File: src/rtl/object_draw_engine_if.sv
// Request/position inputs and pixel outputs exchanged between the frame draw
// controller side (master) and the object draw engine (slave).
interface object_draw_engine_if;
  logic [3:0] objectToDraw;
  logic       inEraseState;
  logic [7:0] playerX;
  logic [6:0] playerY;
  logic [7:0] enemyX [4];
  logic [6:0] enemyY [4];
  logic [3:0] enemyAlive;
  logic [7:0] bulletX;
  logic [6:0] bulletY;
  logic       bulletActive;
  logic [7:0] x;
  logic [6:0] y;
  logic [2:0] colour;
  logic       pixelValid;
  logic       doneDrawing;
  logic       doneErasing;

  modport master (
    output objectToDraw, inEraseState, playerX, playerY, enemyX, enemyY,
           enemyAlive, bulletX, bulletY, bulletActive,
    input  x, y, colour, pixelValid, doneDrawing, doneErasing
  );

  modport slave (
    input  objectToDraw, inEraseState, playerX, playerY, enemyX, enemyY,
           enemyAlive, bulletX, bulletY, bulletActive,
    output x, y, colour, pixelValid, doneDrawing, doneErasing
  );
endinterface

File: src/rtl/object_draw_engine.sv
// Object/erase pixel scanner: one pixel per clock, registered outputs, done pulses.
// Optional macro ERASE_STARFIELD_EN paints a dot every 8th pixel/row during erase.
module object_draw_engine #(
  parameter int         SCREEN_W = 160,
  parameter int         SCREEN_H = 120,
  parameter int         PLAYER_W = 8,
  parameter int         PLAYER_H = 8,
  parameter int         ENEMY_W  = 8,
  parameter int         ENEMY_H  = 8,
  parameter int         BULLET_W = 2,
  parameter int         BULLET_H = 4,
  parameter logic [2:0] C_PLAYER = 3'b010,
  parameter logic [2:0] C_ENEMY  = 3'b100,
  parameter logic [2:0] C_BULLET = 3'b111
) (
  input logic                 clk,
  input logic                 resetn,
  object_draw_engine_if.slave bus
);

  typedef enum logic [2:0] {IDLE, ERASE, DRAW, DONE, HOLD} state_t;

  localparam logic [8:0] SCR_W9 = 9'(SCREEN_W);
  localparam logic [7:0] SCR_H8 = 8'(SCREEN_H);
`ifdef ERASE_STARFIELD_EN
  localparam logic [2:0] ERASE_ORIGIN_C = 3'b111;
`else
  localparam logic [2:0] ERASE_ORIGIN_C = 3'b000;
`endif

  state_t     state_q;
  logic [7:0] org_x_q, w_q, dx_q, x_q;
  logic [6:0] org_y_q, h_q, dy_q, y_q;
  logic [2:0] col_q, colour_q;
  logic       valid_q, done_draw_q, done_erase_q;

  logic [7:0] sel_x, sel_w;
  logic [6:0] sel_y, sel_h;
  logic [2:0] sel_col;
  logic       sel_req, sel_live, sel_on_screen;
  logic [1:0] enemy_idx;

  assign enemy_idx = bus.objectToDraw[1:0] - 2'd2;

  // NOTE: every signal gets a default before the case so no latch is inferred.
  always_comb begin
    sel_x    = '0;
    sel_y    = '0;
    sel_w    = '0;
    sel_h    = '0;
    sel_col  = '0;
    sel_req  = 1'b0;
    sel_live = 1'b0;
    case (bus.objectToDraw)
      4'd1: begin
        sel_x = bus.playerX; sel_y = bus.playerY;
        sel_w = 8'(PLAYER_W); sel_h = 7'(PLAYER_H);
        sel_col = C_PLAYER; sel_req = 1'b1; sel_live = 1'b1;
      end
      4'd2, 4'd3, 4'd4, 4'd5: begin
        sel_x = bus.enemyX[enemy_idx]; sel_y = bus.enemyY[enemy_idx];
        sel_w = 8'(ENEMY_W); sel_h = 7'(ENEMY_H);
        sel_col = C_ENEMY; sel_req = 1'b1; sel_live = bus.enemyAlive[enemy_idx];
      end
      4'd6: begin
        sel_x = bus.bulletX; sel_y = bus.bulletY;
        sel_w = 8'(BULLET_W); sel_h = 7'(BULLET_H);
        sel_col = C_BULLET; sel_req = 1'b1; sel_live = bus.bulletActive;
      end
      default: ;
    endcase
  end

  assign sel_on_screen = ({1'b0, sel_x} < SCR_W9) && ({1'b0, sel_y} < SCR_H8);

  // Next pixel of the running scan; the 9/8-bit sums let clipping see overflow.
  logic       last_col, last_row, px_on_screen;
  logic [7:0] nx_dx;
  logic [6:0] nx_dy;
  logic [8:0] px;
  logic [7:0] py;
  logic [2:0] erase_c;

  assign last_col     = (dx_q == w_q - 8'd1);
  assign last_row     = (dy_q == h_q - 7'd1);
  assign nx_dx        = last_col ? 8'd0 : dx_q + 8'd1;
  assign nx_dy        = last_col ? dy_q + 7'd1 : dy_q;
  assign px           = {1'b0, org_x_q} + {1'b0, nx_dx};
  assign py           = {1'b0, org_y_q} + {1'b0, nx_dy};
  assign px_on_screen = (px < SCR_W9) && (py < SCR_H8);
`ifdef ERASE_STARFIELD_EN
  assign erase_c = (px[2:0] == 3'd0 && py[2:0] == 3'd0) ? 3'b111 : 3'b000;
`else
  assign erase_c = 3'b000;
`endif

  // NOTE: sequential state uses non-blocking assignments so every register
  // samples the pre-edge values, independent of statement order.
  always_ff @(posedge clk or negedge resetn) begin
    if (!resetn) begin
      state_q      <= IDLE;
      org_x_q      <= '0;
      org_y_q      <= '0;
      w_q          <= '0;
      h_q          <= '0;
      dx_q         <= '0;
      dy_q         <= '0;
      col_q        <= '0;
      x_q          <= '0;
      y_q          <= '0;
      colour_q     <= '0;
      valid_q      <= 1'b0;
      done_draw_q  <= 1'b0;
      done_erase_q <= 1'b0;
    end else begin
      done_draw_q  <= 1'b0;
      done_erase_q <= 1'b0;
      case (state_q)
        IDLE: begin
          valid_q <= 1'b0;
          if (bus.inEraseState) begin
            state_q  <= ERASE;
            org_x_q  <= '0;
            org_y_q  <= '0;
            w_q      <= 8'(SCREEN_W);
            h_q      <= 7'(SCREEN_H);
            dx_q     <= '0;
            dy_q     <= '0;
            x_q      <= '0;
            y_q      <= '0;
            colour_q <= ERASE_ORIGIN_C;
            valid_q  <= 1'b1;
          end else if (sel_req && sel_live) begin
            state_q  <= DRAW;
            org_x_q  <= sel_x;
            org_y_q  <= sel_y;
            w_q      <= sel_w;
            h_q      <= sel_h;
            col_q    <= sel_col;
            dx_q     <= '0;
            dy_q     <= '0;
            x_q      <= sel_x;
            y_q      <= sel_y;
            colour_q <= sel_col;
            valid_q  <= sel_on_screen;
          end else if (sel_req) begin
            state_q     <= DONE;
            done_draw_q <= 1'b1;
          end
        end
        ERASE, DRAW: begin
          if (last_col && last_row) begin
            state_q      <= DONE;
            valid_q      <= 1'b0;
            done_erase_q <= (state_q == ERASE);
            done_draw_q  <= (state_q == DRAW);
          end else begin
            dx_q     <= nx_dx;
            dy_q     <= nx_dy;
            x_q      <= px[7:0];
            y_q      <= py[6:0];
            valid_q  <= px_on_screen;
            colour_q <= (state_q == ERASE) ? erase_c : col_q;
          end
        end
        DONE: state_q <= HOLD;
        HOLD: begin
          // Stay parked until the controller has released both requests.
          if (bus.objectToDraw == 4'd0 && !bus.inEraseState) state_q <= IDLE;
        end
        default: state_q <= IDLE;
      endcase
    end
  end

  assign bus.x           = x_q;
  assign bus.y           = y_q;
  assign bus.colour      = colour_q;
  assign bus.pixelValid  = valid_q;
  assign bus.doneDrawing = done_draw_q;
  assign bus.doneErasing = done_erase_q;

endmodule

File: src/flat_wrapper.sv
// flat-port wrapper written by rule: the top's interface ports become plain ports
module object_draw_engine_flat 
#(
  parameter int         SCREEN_W = 160,
  parameter int         SCREEN_H = 120,
  parameter int         PLAYER_W = 8,
  parameter int         PLAYER_H = 8,
  parameter int         ENEMY_W  = 8,
  parameter int         ENEMY_H  = 8,
  parameter int         BULLET_W = 2,
  parameter int         BULLET_H = 4,
  parameter logic [2:0] C_PLAYER = 3'b010,
  parameter logic [2:0] C_ENEMY  = 3'b100,
  parameter logic [2:0] C_BULLET = 3'b111
)
  (clk, resetn, bus_objectToDraw, bus_inEraseState, bus_playerX, bus_playerY, bus_enemyX, bus_enemyY, bus_enemyAlive, bus_bulletX, bus_bulletY, bus_bulletActive, bus_x, bus_y, bus_colour, bus_pixelValid, bus_doneDrawing, bus_doneErasing);
  object_draw_engine_if bus_i ();
  input logic clk;
  input logic resetn;
  input wire logic [$bits(bus_i.objectToDraw)-1:0] bus_objectToDraw;
  input wire logic [$bits(bus_i.inEraseState)-1:0] bus_inEraseState;
  input wire logic [$bits(bus_i.playerX)-1:0] bus_playerX;
  input wire logic [$bits(bus_i.playerY)-1:0] bus_playerY;
  input wire logic [$bits(bus_i.enemyX)-1:0] bus_enemyX;
  input wire logic [$bits(bus_i.enemyY)-1:0] bus_enemyY;
  input wire logic [$bits(bus_i.enemyAlive)-1:0] bus_enemyAlive;
  input wire logic [$bits(bus_i.bulletX)-1:0] bus_bulletX;
  input wire logic [$bits(bus_i.bulletY)-1:0] bus_bulletY;
  input wire logic [$bits(bus_i.bulletActive)-1:0] bus_bulletActive;
  output wire logic [$bits(bus_i.x)-1:0] bus_x;
  output wire logic [$bits(bus_i.y)-1:0] bus_y;
  output wire logic [$bits(bus_i.colour)-1:0] bus_colour;
  output wire logic [$bits(bus_i.pixelValid)-1:0] bus_pixelValid;
  output wire logic [$bits(bus_i.doneDrawing)-1:0] bus_doneDrawing;
  output wire logic [$bits(bus_i.doneErasing)-1:0] bus_doneErasing;
  assign bus_i.objectToDraw = bus_objectToDraw;
  assign bus_i.inEraseState = bus_inEraseState;
  assign bus_i.playerX = bus_playerX;
  assign bus_i.playerY = bus_playerY;
  assign bus_i.enemyX = {>>{bus_enemyX}};
  assign bus_i.enemyY = {>>{bus_enemyY}};
  assign bus_i.enemyAlive = bus_enemyAlive;
  assign bus_i.bulletX = bus_bulletX;
  assign bus_i.bulletY = bus_bulletY;
  assign bus_i.bulletActive = bus_bulletActive;
  assign bus_x = bus_i.x;
  assign bus_y = bus_i.y;
  assign bus_colour = bus_i.colour;
  assign bus_pixelValid = bus_i.pixelValid;
  assign bus_doneDrawing = bus_i.doneDrawing;
  assign bus_doneErasing = bus_i.doneErasing;
  object_draw_engine #(.SCREEN_W(SCREEN_W), .SCREEN_H(SCREEN_H), .PLAYER_W(PLAYER_W), .PLAYER_H(PLAYER_H), .ENEMY_W(ENEMY_W), .ENEMY_H(ENEMY_H), .BULLET_W(BULLET_W), .BULLET_H(BULLET_H), .C_PLAYER(C_PLAYER), .C_ENEMY(C_ENEMY), .C_BULLET(C_BULLET)) u_core (.clk(clk), .resetn(resetn), .bus(bus_i));
endmodule
File: config.mk
export PLATFORM = sky130hd
export DESIGN_NAME = object_draw_engine_flat
export DESIGN_NICKNAME = d
export VERILOG_FILES = /design/src/rtl/object_draw_engine_if.sv /design/src/rtl/object_draw_engine.sv /design/src/flat_wrapper.sv
export SDC_FILE = /design/constraint.sdc
export NUM_CORES = 1
export LEC_CHECK = 0
export CORE_MARGIN = 1
export CORE_UTILIZATION = 45
export DETAILED_ROUTE_END_ITERATION = 7
export PLACE_DENSITY = 0.78
export SLEW_MARGIN = 40
export SYNTH_ARGS = -nofsm -noshare
export SYNTH_HDL_FRONTEND = slang
export SYNTH_SLANG_ARGS = --single-unit
File: constraint.sdc
create_clock -name clk -period 3.9 [get_ports clk]
set_clock_uncertainty 0.1 [all_clocks]
set_input_delay 0.585 -clock clk [delete_from_list [all_inputs] [get_ports clk]]
set_output_delay 0.585 -clock clk [all_outputs]
set_load 0.05 [all_outputs]
---- Word level (Yosys, flattened, before mapping) ----
Cells that the tools add are included.
storage, ports and cells
  output and inout port bits .............. 21
  bits of input ports ..................... 102
  register bits ........................... 72
  word-level logic and storage cells ...... 123
cells by class
  muxes and demuxes ....................... 59
  bitwise operators ....................... 2
  order comparisons ....................... 6
  eq/ne operators ......................... 17
  reduce and logical (&&, ||, !) cells .... 18
  $add $sub $neg .......................... 7
operator list
  kind                                                                  number
  8-bit two-way mux                                                     11
  7-bit two-way mux                                                     11
  8-bit case mux with 2 select lines                                    2
  7-bit case mux with 2 select lines                                    2
  3-bit two-way mux                                                     9
  8-bit case mux with 3 select lines                                    1
  7-bit case mux with 3 select lines                                    1
  8-bit binary-select mux with 2-bit select                             1
  4-bit case mux with 2 select lines                                    2
  7-bit binary-select mux with 2-bit select                             1
  4-bit by 3-bit == test with 1-bit output, second input constant       3
  3-bit case mux with 4 select lines                                    1
  1-bit two-way mux                                                     11
  8-bit by 8-bit adder with 9-bit output                                1
  9-bit by 8-bit < comparator with 1-bit output, second input constant  1
  3-bit case mux with 3 select lines                                    1
  3-bit AND reduction                                                   3
  7-bit by 7-bit adder with 8-bit output                                1
  8-bit by 1-bit adder with 8-bit output, second input constant         1
  4-bit by 2-bit == test with 1-bit output, second input constant       2
  8-bit == test                                                         1
  8-bit by 7-bit < comparator with 1-bit output, second input constant  1
  8-bit < comparator, second input constant                             1
  8-bit by 1-bit subtractor with 8-bit output, second input constant    1
  31 further kinds                                                      39

---- Depth between registers and ports, before layout ----
  depth in word-level cells ............... 11
  depth in mapped cells ................... 18

---- Least setup slack after synthesis ----
OpenSTA, ideal clock, no wires.
  path kind ............................... register to register
  start point ............................. reg u_core.w_q[1]
  end point ............................... reg u_core.valid_q (netlist: u_core.bus.pixelValid)
  period minus slack after synthesis ...... 3.672 ns
  cell stages (with the launch flop) ...... 18
  setup time .............................. 0.110 ns
  path buffers ............................ 3
  path slack .............................. 0.228 ns
  arrival time ............................ 3.461 ns
  path through ............................ dfrtp_1 buf_2 inv_1 ha_1 or3_1 a221oi_2 buf_6 buf_2 xnor2_1 ha_1 inv_1 fa_1 nand2b_1 a21oi_1 nor4_1 a311oi_1 nor3_1 o41ai_1
between the ends
  cells in the longest elaborated chain, start to end .. 8
  elaborated cells on any way between the ends .. 12
  those cells by class .................... add/sub (3); order compare (2); eq/ne (1); mux (4); reduce/logical (2)
ends and longest elaborated chain
  element                                                                                                         line                                                text
  start: declaration                                                                                              object_draw_engine.sv:32                            logic [7:0] org_x_q, w_q, dx_q, x_q;
  start signal: assignment                                                                                        object_draw_engine.sv:125                           w_q <= 8'(SCREEN_W);
  start signal: assignment                                                                                        object_draw_engine.sv:137                           w_q <= sel_w;
  8-bit by 1-bit subtractor with 8-bit output *                                                                   object_draw_engine.sv:84                            assign last_col = (dx_q == w_q - 8'd1);
  8-bit == test *                                                                                                 object_draw_engine.sv:84
  8-bit two-way mux or 7-bit two-way mux (tied branches)                                                          object_draw_engine.sv:86, object_draw_engine.sv:87
  8-bit by 8-bit adder with 9-bit output or 7-bit by 7-bit adder with 8-bit output (tied branches)                object_draw_engine.sv:88, object_draw_engine.sv:89
  9-bit by 8-bit < comparator with 1-bit output or 8-bit by 7-bit < comparator with 1-bit output (tied branches)  object_draw_engine.sv:90                            assign px_on_screen = (px < SCR_W9) && (py < SCR_H8);
  1-bit logical AND                                                                                               object_draw_engine.sv:90
  1-bit two-way mux *                                                                                             object_draw_engine.sv:152                           if (last_col && last_row) begin
  1-bit case mux with 2 select lines *                                                                            object_draw_engine.sv:118                           case (state_q)
  end signal: assignment                                                                                          object_draw_engine.sv:145                           valid_q <= sel_on_screen;
  end signal: assignment                                                                                          object_draw_engine.sv:162                           valid_q <= px_on_screen;
  end: declaration                                                                                                object_draw_engine.sv:35                            logic valid_q, done_draw_q, done_erase_q;
Every way passes the cells marked *; elsewhere a longest branch is shown, timed or not.
A chain may end at the register's enable or synchronous reset.

---- Final worst setup path ----
  start point ............................. reg u_core.w_q[3]
  end point ............................... reg u_core.y_q[6] (netlist: u_core.bus.y[6])
between the ends
  cells in the longest elaborated chain, start to end .. 6
  elaborated cells on any way between the ends .. 9
  those cells by class .................... add/sub (2); eq/ne (2); mux (3); reduce/logical (2)
ends and longest elaborated chain
  element                                        line                       text
  8-bit by 1-bit subtractor with 8-bit output *  object_draw_engine.sv:84
  8-bit == test *                                object_draw_engine.sv:84
  7-bit two-way mux                              object_draw_engine.sv:87   assign nx_dy = last_col ? dy_q + 7'd1 : dy_q;
  7-bit by 7-bit adder with 8-bit output         object_draw_engine.sv:89   assign py = {1'b0, org_y_q} + {1'b0, nx_dy};
  7-bit two-way mux                              object_draw_engine.sv:152
  7-bit case mux with 2 select lines             object_draw_engine.sv:118
  end signal: assignment                         object_draw_engine.sv:143  y_q <= sel_y;
  end signal: assignment                         object_draw_engine.sv:161  y_q <= py[6:0];
  end: declaration                               object_draw_engine.sv:33   logic [6:0] org_y_q, h_q, dy_q, y_q;
Every way passes the cells marked *; elsewhere a longest branch is shown, timed or not. The select of a mux whose other input is x is not followed.

==> results.toml <==
[timing]
slew-limit-headroom_pct = 48.5
layout_min_cycle_time_ps = 3650
finalSetupTns_ps = 0
rsz0062_at_grt = "no"
max_freq_mhz = 274
whs_ps = 74.9
post-route-period-util_pct = 93.6
setup_ws_ps = 250
setup_viol = 0
finalMaxSlewViolations = 0
final-hold-violation-count = 0
worst-slew-pin-transition_ps = 772

[route]
drc = 0
wl_mm = 13.8
drt_iter0_drc = 337
viasPerCell = 5.93
drtAntennaViolNets = 0
drt-pass1-iter-count = 5
wl_per_cell_um = 18.5
num_vias = 4428

[clocking]
clkSlewWorstSetupHoldPaths_ps = 60
clock_sinks = 61
cts_buffers = 9
cts_root_buffer = "clkbuf_8"
cts_tree = "yes"
clk_latency_ps = 350
clk_path_buf_depth = 2
htreeDepth = 3
hold_buffers = 0

[global_routing]
grt_pass1_wl_mm = 22.3
grt_use_total_pct = 26.2
grt_pass1_vias = 4626
antenna_found_initial = 0
overflow = 0
grt_max_degree = 34

[floorplan]
die-height_um = 104
die_w_um = 104
rows = 36
core-area_um2 = 9910
io_pins = 123
initial_utilization_pct = 47.2
die-area_um2 = 10800

[run_status]
status = "finished, final reports clean"

[setup_path]
cp.arrival_ps = 3780
crit_chain = "inv_1 -> ha_1 -> or3_1 -> a221oi_2 -> buf_6 -> xnor2_1 -> ha_1 -> inv_1 -> fa_1 -> nand2b_1 -> a21oi_1 -> nor4_1 -> a311oi_1 -> o21ai_0 -> mux2_2"
critPathMaxFanout = 7
cpMaxStageDelayCell = "dfrtp_1"
critPathLaunchType = "flip-flop"
critPathKind = "reg2reg"
worstRegToRegCells = 15
endpoint_kind = "flip-flop"
cp.required_ps = 4030
max_stage_delay_ps = 380

[logic_synthesis]
ys_top_cells_by_count = "dfrtp_1 (61), nor2_1 (47), inv_1 (33)"
syn-num-nets = 622
synth_cell_types = 64
synthArstFlopShare_pct = 100
synth.avg_cell_area_um2 = 9.41
synth_edf_count = 0
synthTopCellsByArea = "dfrtp_1 (33%), mux4_2 (7.2%), mux2_2 (5.8%)"
synth_top_cell_area_share_pct = 32.7
syn_inst = 497
yosys.cell_count.top_type = "dfrtp_1"
netlist_area_um2 = 4670
synth_top_area_cell = "dfrtp_1"
ys.flop_type = "dfrtp_1"
yosysWarnings = 0
yosysSeqAreaShare_pct = 32.7
ys_ff_latch = 61

[placed_design]
dp_slack_ps = 172
portBuffers = 122
place_congestion = 0.933
dpl.hpwl_mm = 10.6
dp_cells = 731
dpl_cell_area_um2 = 6020

[layout]
area_delta_synth_final_pct = 32.8
final_area_um2 = 6210
drive_gt1_share_pct = 12.9
final_nets = 735
finalNonFillerCells = 747
antenna_cells = 0
n_fill_cell = 818

[power]
ir_drop_v = 0.000266
clkPwrFrac_pct = 13.9
swShare_pct = 46.2
p_leak_nw = 2.71
p_seq_share_pct = 28.3
switchingPower_mw = 1.58
power.internal_mw = 1.84
p_comb_share_pct = 57.7
power.density_nw_per_um2 = 551

[run]
cap_violations = 0

[hold_path]
hold_path_class = "in2async"
==> final cells by class <==
class	count	area (um2)	area share [%]
multi-input combinational	368	2890	46.6
sequential	61	1530	24.6
timing repair buffer	137	1340	21.5
tap	133	166	2.68
clock buffer	13	149	2.40
inverter	33	124	2.00
clock inverter	2	10.0	0.161
==> critical path: cells and delay by family, from the launching register on <==
kind            cells  cell delay, ps
flops               1             380
xor+xnor            1             140
fa+ha+maj           3             790
compound gates      4             920
mux                 1             300
buf+inv             3             290
simple gates        3             600
==> flip-flops by register name, indices dropped and copies added (netlist names) <==
signal,cells
u_core.dy_q,7
u_core.bus.x,8
u_core.bus.doneDrawing,1
u_core.org_y_q,7
u_core.state_q,3
u_core.bus.colour,3
u_core.bus.y,7
u_core.h_q,1
u_core.col_q,3
u_core.w_q,3
u_core.org_x_q,8
u_core.bus.doneErasing,1
u_core.bus.pixelValid,1
u_core.dx_q,8
==> metrics by stage <==
step,utilization [%],power (mW)
2_1_floorplan,-,2.28
3_3_place_gp,60.7,2.86
3_5_place_dp,60.7,2.91
4_1_cts,62.3,3.40
5_1_grt,62.6,3.61
6_report,62.6,3.42
==> power by group through the flow <==
stage                     Clock (mW)  Sequential, mW  Combinational, mW
after floorplan                    0            1.17               1.11
after global placement             0           0.964               1.90
after detailed placement           0           0.973               1.94
after CTS                      0.484           0.963               1.95
after global routing           0.509           0.989               2.12
final                          0.476           0.969               1.97
==> per-layer routing <==
| layer | share of wire [%] | global-route usage [%] | vias up |
|---|---|---|---|
| met4 | 2.8 | 9.49 | 0 |
| met1 | 40 | 30.3 | 2200 |
| met5 | 0 | 0 | - |
| met2 | 52 | 47.4 | 147 |
| li1 | - | - | 2049 |
| met3 | 5.4 | 5.83 | 32 |
==> kinds of logic (layout without fill, tap and decap cells) <==
group                    Yosys count  in the layout  share of synthesized area [%]
XOR/XNOR                          30             30                           5.62
adder cells (fa/ha/maj)           23             23                           6.48
AO/OA/AOI/OAI                    126            126                           19.6
AND/OR/NAND/NOR                  146            146                           15.7
multiplexers                      43             43                           13.9
flip-flops                        61             61                           32.7
buffers and inverters             68            185                           6.00
==> placed cells by master, fill, tap and decap left out, drive strengths merged, types with 4 or more instances in the layout <==
master / instances
nor2b: 6
o31ai: 9
a22o: 11
buf: 16
clkbuf: 13
o32ai: 4
nor3: 13
a211o: 4
nand2b: 11
a221oi: 6
xnor2: 15
nor2: 47
a222oi: 6
o21a: 4
mux4: 15
dfrtp: 61
nor3b: 4
clkdlybuf4s50: 121
ha: 21
xor2: 15
nand3: 11
a211oi: 4
inv: 33
o21ai: 18
a21oi: 23
a21o: 8
a31oi: 4
mux2: 25
nand2: 28
and3: 6
==> timing repair <==
item / in CTS / in global routing
buffers inserted: 0 / 1
gates resized for setup: 0 / 4
endpoints found under the setup margin: 0 / 2
==> path summary, 6_finish.rpt <==
kind	start	to	slack, ps
min reg2reg	u_core.bus.x[7]	u_core.bus.x[7]	390
max in group asynchronous	resetn	u_core.bus.y[5]	2880
max	u_core.w_q[3]	u_core.bus.y[6]	250
min	resetn	u_core.dx_q[4]	70
max reg2reg	u_core.w_q[3]	u_core.bus.y[6]	250
min in group clk	u_core.bus.x[7]	u_core.bus.x[7]	390
(Power assumes the default switching activity.)
